## config.mk

```make
export PLATFORM = sky130hd
export DESIGN_NAME = stream_demux_nch
export DESIGN_NICKNAME = d
export VERILOG_FILES = /design/src/rtl/stream_demux_nch.sv
export SDC_FILE = /design/constraint.sdc
export NUM_CORES = 1
export LEC_CHECK = 0
export CORE_MARGIN = 2
export CORE_UTILIZATION = 43
export DETAILED_ROUTE_END_ITERATION = 8
export PLACE_DENSITY = 0.81
export REMOVE_ABC_BUFFERS = 1
export SETUP_SLACK_MARGIN = 0.3
export SYNTH_ARGS = -nofsm -noshare
export SYNTH_HDL_FRONTEND = slang
export SYNTH_SLANG_ARGS = --single-unit
```

## constraint.sdc

```tcl
create_clock -name clk -period 3.25 [get_ports clk]
set_input_delay 0.65 -clock clk [delete_from_list [all_inputs] [get_ports clk]]
set_output_delay 0.65 -clock clk [all_outputs]
set_load 0.02 [all_outputs]
```

## src/rtl/stream_demux_nch.sv

```systemverilog
// Registered 1-to-N stream demultiplexer with valid/ready handshakes.
// Each output channel owns a one-entry holding register; routing is by select or round-robin.
module stream_demux_nch #(
    parameter int WIDTH = 4,
    parameter int N_OUT = 4,
    parameter int SEL_W = 2
) (
    input  logic                     clk,
    input  logic                     rst,
    input  logic [WIDTH-1:0]         in_data,
    input  logic                     in_valid,
    output logic                     in_ready,
    input  logic [SEL_W-1:0]         sel,
    input  logic                     mode,
    output logic [N_OUT*WIDTH-1:0]   out_data,
    output logic [N_OUT-1:0]         out_valid,
    input  logic [N_OUT-1:0]         out_ready,
    output logic [SEL_W-1:0]         rr_ptr
);

    logic [SEL_W-1:0] target;
    logic             accept;

    // A full target can still take a word when its consumer drains in the same cycle.
    assign target   = mode ? rr_ptr : sel;
    assign in_ready = !out_valid[target] || out_ready[target];
    assign accept   = in_valid && in_ready;

    always_ff @(posedge clk) begin
        if (rst) begin
            out_valid <= '0;
            out_data  <= '0;
            rr_ptr    <= '0;
        end else begin
            for (int i = 0; i < N_OUT; i++) begin
                if (accept && (target == SEL_W'(i))) begin
                    out_data[i*WIDTH +: WIDTH] <= in_data;
                    out_valid[i]               <= 1'b1;
                end else if (out_ready[i]) begin
                    out_valid[i] <= 1'b0;
                end
            end
            // N_OUT is a power of two, so the natural wrap of SEL_W bits is modulo N_OUT.
            if (accept && mode) begin
                rr_ptr <= rr_ptr + 1'b1;
            end
        end
    end

endmodule

```

==> metrics.log <==
INFO  metric outcome = finished, final reports clean
INFO  metric maximum_number_of_buffers_from_clock_root_to_sink = 2
INFO  metric total_iterations_of_the_first_detailed_routing_run = 4
INFO  metric critPathSlowestCell = clkdlybuf4s50_1
INFO  metric vdd_drop_max = 0.3257 mV
INFO  metric worst-path-max-fanout = 4
INFO  metric post_synth_num_cell_types = 16
INFO  metric crit_buf_inv = 2
INFO  metric grt.met2_usage = 29.45%
INFO  metric post_synth_inst_count = 83
INFO  metric crit_arrival = 2.03 ns
INFO  metric layout_commonest_cell = clkdlybuf4s50_1
INFO  metric globalRoute.totalOverflow = 0
INFO  metric hold_viol = 0
INFO  metric highest_clock_rate = 373.2 MHz
INFO  metric global_route.usage.met3 = 5.215%
INFO  metric first_global_vias = 722
INFO  metric final-max-slew-violation-count = 0
INFO  metric h-tree-depth = 1
INFO  metric clk_pin_slew_worst_paths = 0.12 ns
INFO  metric io_buffer_count = 36
INFO  metric nNetsFinal = 138
INFO  metric fin_worst_skew = 0.01550 ns
INFO  metric worst_skew_pair.late_latency = 0.31 ns
INFO  metric unrepaired_setup_endpoints_after_global_routing = false
INFO  metric synth_sequential_area_ratio = 50.94%
INFO  metric std_cell_rows = 16
INFO  metric synth_largest_area_cell = dfxtp_1
INFO  metric timing.critical_path.to_type = output pin
INFO  metric fillCellCount = 163
INFO  metric worst-slew-pin-transition = 0.7302 ns
INFO  metric cts-buffers-inserted = 3
INFO  metric clkSinkCount = 22
INFO  metric totalNegativeSetupSlack = 0 ns
INFO  metric final_period_minus_worst_setup_slack = 2.680 ns
INFO  metric post_synth_instance_area = 864.6 µm²
INFO  metric grt_antenna_before_repair = 0
INFO  metric grt_start_max_net_pins = 23
INFO  metric p_leak = 0.5899 nW
INFO  metric hpwl = 1433 µm
INFO  metric holdCritPathClass = register to register
INFO  metric fin_crit_sh = 82.45%
INFO  metric worst_path_dominant_cell_family = buffers and inverters
INFO  metric cts_tree = done
INFO  metric die_y = 48.84 µm
INFO  metric routabilityCongestion = 0.7439
INFO  metric drt_iter0_drc = 5
INFO  metric drt-total-wl = 2017 µm
INFO  metric fp.dieArea = 2385 µm²
INFO  metric path_class = input port to output pin
INFO  metric routedWlPerCell = 13.45 µm
INFO  metric ios = 37
INFO  metric initial_core_util = 44.99%
INFO  metric layout.cells.most_common_list = clkdlybuf4s50_1, dfxtp_1, mux2i_1
INFO  metric drcViolationCount = 0
INFO  metric gr_util_met1 = 20.91%
INFO  metric preCtsSetupSlack = 0.05179 ns
INFO  metric layout-drive-gt1-share = 8.130%
INFO  metric syn_to_final_growth = 53.55%
INFO  metric critical_path.startpoint_type = input port
INFO  metric vias_per_cell = 5.013
INFO  metric timing.critical_path.slowest_cell_delay = 0.44 ns
INFO  metric final_antenna_net_count = 0
INFO  metric core_area = 1922 µm²
INFO  metric power_density = 450.5 nW/µm²
INFO  metric routed_via_count = 752
INFO  metric postSynthAreaPerCell = 10.42 µm²
INFO  metric ys_ff_latch = 22
INFO  metric synth_largest_type_area_fraction = 50.94%
INFO  metric cts.root.buffer_cell = clkbuf_4
INFO  metric diode_count = 0
INFO  metric die_width = 48.84 µm
INFO  metric grt_pass1_wl = 3243 µm
INFO  metric max-slew-margin-rel = 51.17%
INFO  metric total_power = 0.0005980 W
INFO  metric timing.critical_path.required = 2.60 ns
INFO  metric finalWorstSetupSlack = 0.5703 ns
INFO  metric gr-max-usage-layer = met2
INFO  metric grt_usage = 16.74%
INFO  metric finalSetupViolCount = 0
INFO  metric reported_max_cap_violation_count = 0
INFO  metric ys.warnings.count = 0
INFO  metric synth_top_cells_by_area = dfxtp_1, mux2i_1, nor2_1
INFO  metric critical_path.cell_chain = clkdlybuf4s50_1, mux2i_4, mux2i_2, mux2i_1, dlygate4sd2_1
==> worst register-to-register path: stages, from the launching register on <==
cell,delay (ns)
dfxtp_1,0.43
mux2i_4,0.12
mux2i_2,0.18
buf_4,0.15
or4_1,0.47
a21oi_1,0.15
==> final timing paths <==
kind               startpoint  slack [ns]           to  cells past startpoint
setup reg to reg    rr_ptr[1]        1.69    rr_ptr[1]                      5
hold reg to reg   out_data[3]        0.52  out_data[3]                      2
hold / removal    out_data[3]        0.52  out_data[3]                      2
setup / recovery       sel[1]        0.57     in_ready                      5
==> where the power goes <==
group / internal (W) / total (W) / switching, W
combinational: 0.0000534 / 0.000101 / 0.0000476
clock: 0.000125 / 0.000210 / 0.0000849
sequential: 0.000281 / 0.000287 / 0.00000658
total: 0.000459 / 0.000598 / 0.000139
==> through the flow <==
step / cell area [µm²] / utilization (%) / instances / hold WS, ns
4_1_cts: 1321 / 68.75 / 150 / 0.5261
2_1_floorplan: 853.3 / - / 80 / 0.5825
3_3_place_gp: 1255 / 65.30 / 144 / 0.4774
3_5_place_dp: 1255 / 65.30 / 144 / 0.4916
6_report: 1328 / 69.08 / 150 / 0.5186
5_1_grt: 1328 / 69.08 / 150 / 0.5608
==> kinds of logic after synthesis <==
| group | synth area share [%] |
|---|---|
| AND/OR/NAND/NOR | 15.34 |
| multiplexers | 27.06 |
| flip-flops | 50.94 |
| AO/OA/AOI/OAI | 4.920 |
| buffers and inverters | 1.736 |
==> flip-flops by register name, summed over array words and instances, names as in the netlist <==
| signal | cells |
|---|---|
| out_valid | 4 |
| rr_ptr | 2 |
| out_data | 16 |
==> Yosys cell counts <==
library cell and number:
nand2b_1 4, mux2i_4 1, mux2i_1 20, o21ai_0 1, nand4_1 2, nand4b_1 2, or4_1 1, nor2_1 16
or3_1 1, nand2_1 1, mux2_2 1, a21oi_1 6, o31ai_1 1, dfxtp_1 22, inv_1 1, clkbuf_1 3
==> routing by layer <==
| metal | vias up | share of wire [%] | wire (µm) |
|---|---|---|---|
| met1 | 353 | 46 | 919 |
| li1 | 369 | - | - |
| met4 | 0 | 0 | 0 |
| met5 | - | 0 | 0 |
| met2 | 30 | 47 | 941 |
| met3 | 0 | 7.7 | 156 |
==> what timing repair did <==
action,4_1_cts,5_1_grt
buffers inserted,2,0
setup endpoints to repair,1,1
hold buffers,0,0
hold endpoints to repair,0,0
gates cloned,0,0
gates resized for setup,1,2
==> layout make-up <==
cell class | instances | area [µm²] | area share [%]
Clock buffer | 3 | 22.52 | 1.697
Clock inverter | 1 | 30.03 | 2.262
Inverter | 1 | 3.754 | 0.2828
Multi-Input combinational cell | 57 | 412.9 | 31.10
Sequential cell | 22 | 440.4 | 33.18
Tap cell | 27 | 33.78 | 2.545
Timing Repair Buffer | 39 | 384.1 | 28.94
Power figures use the tool's default switching activity.
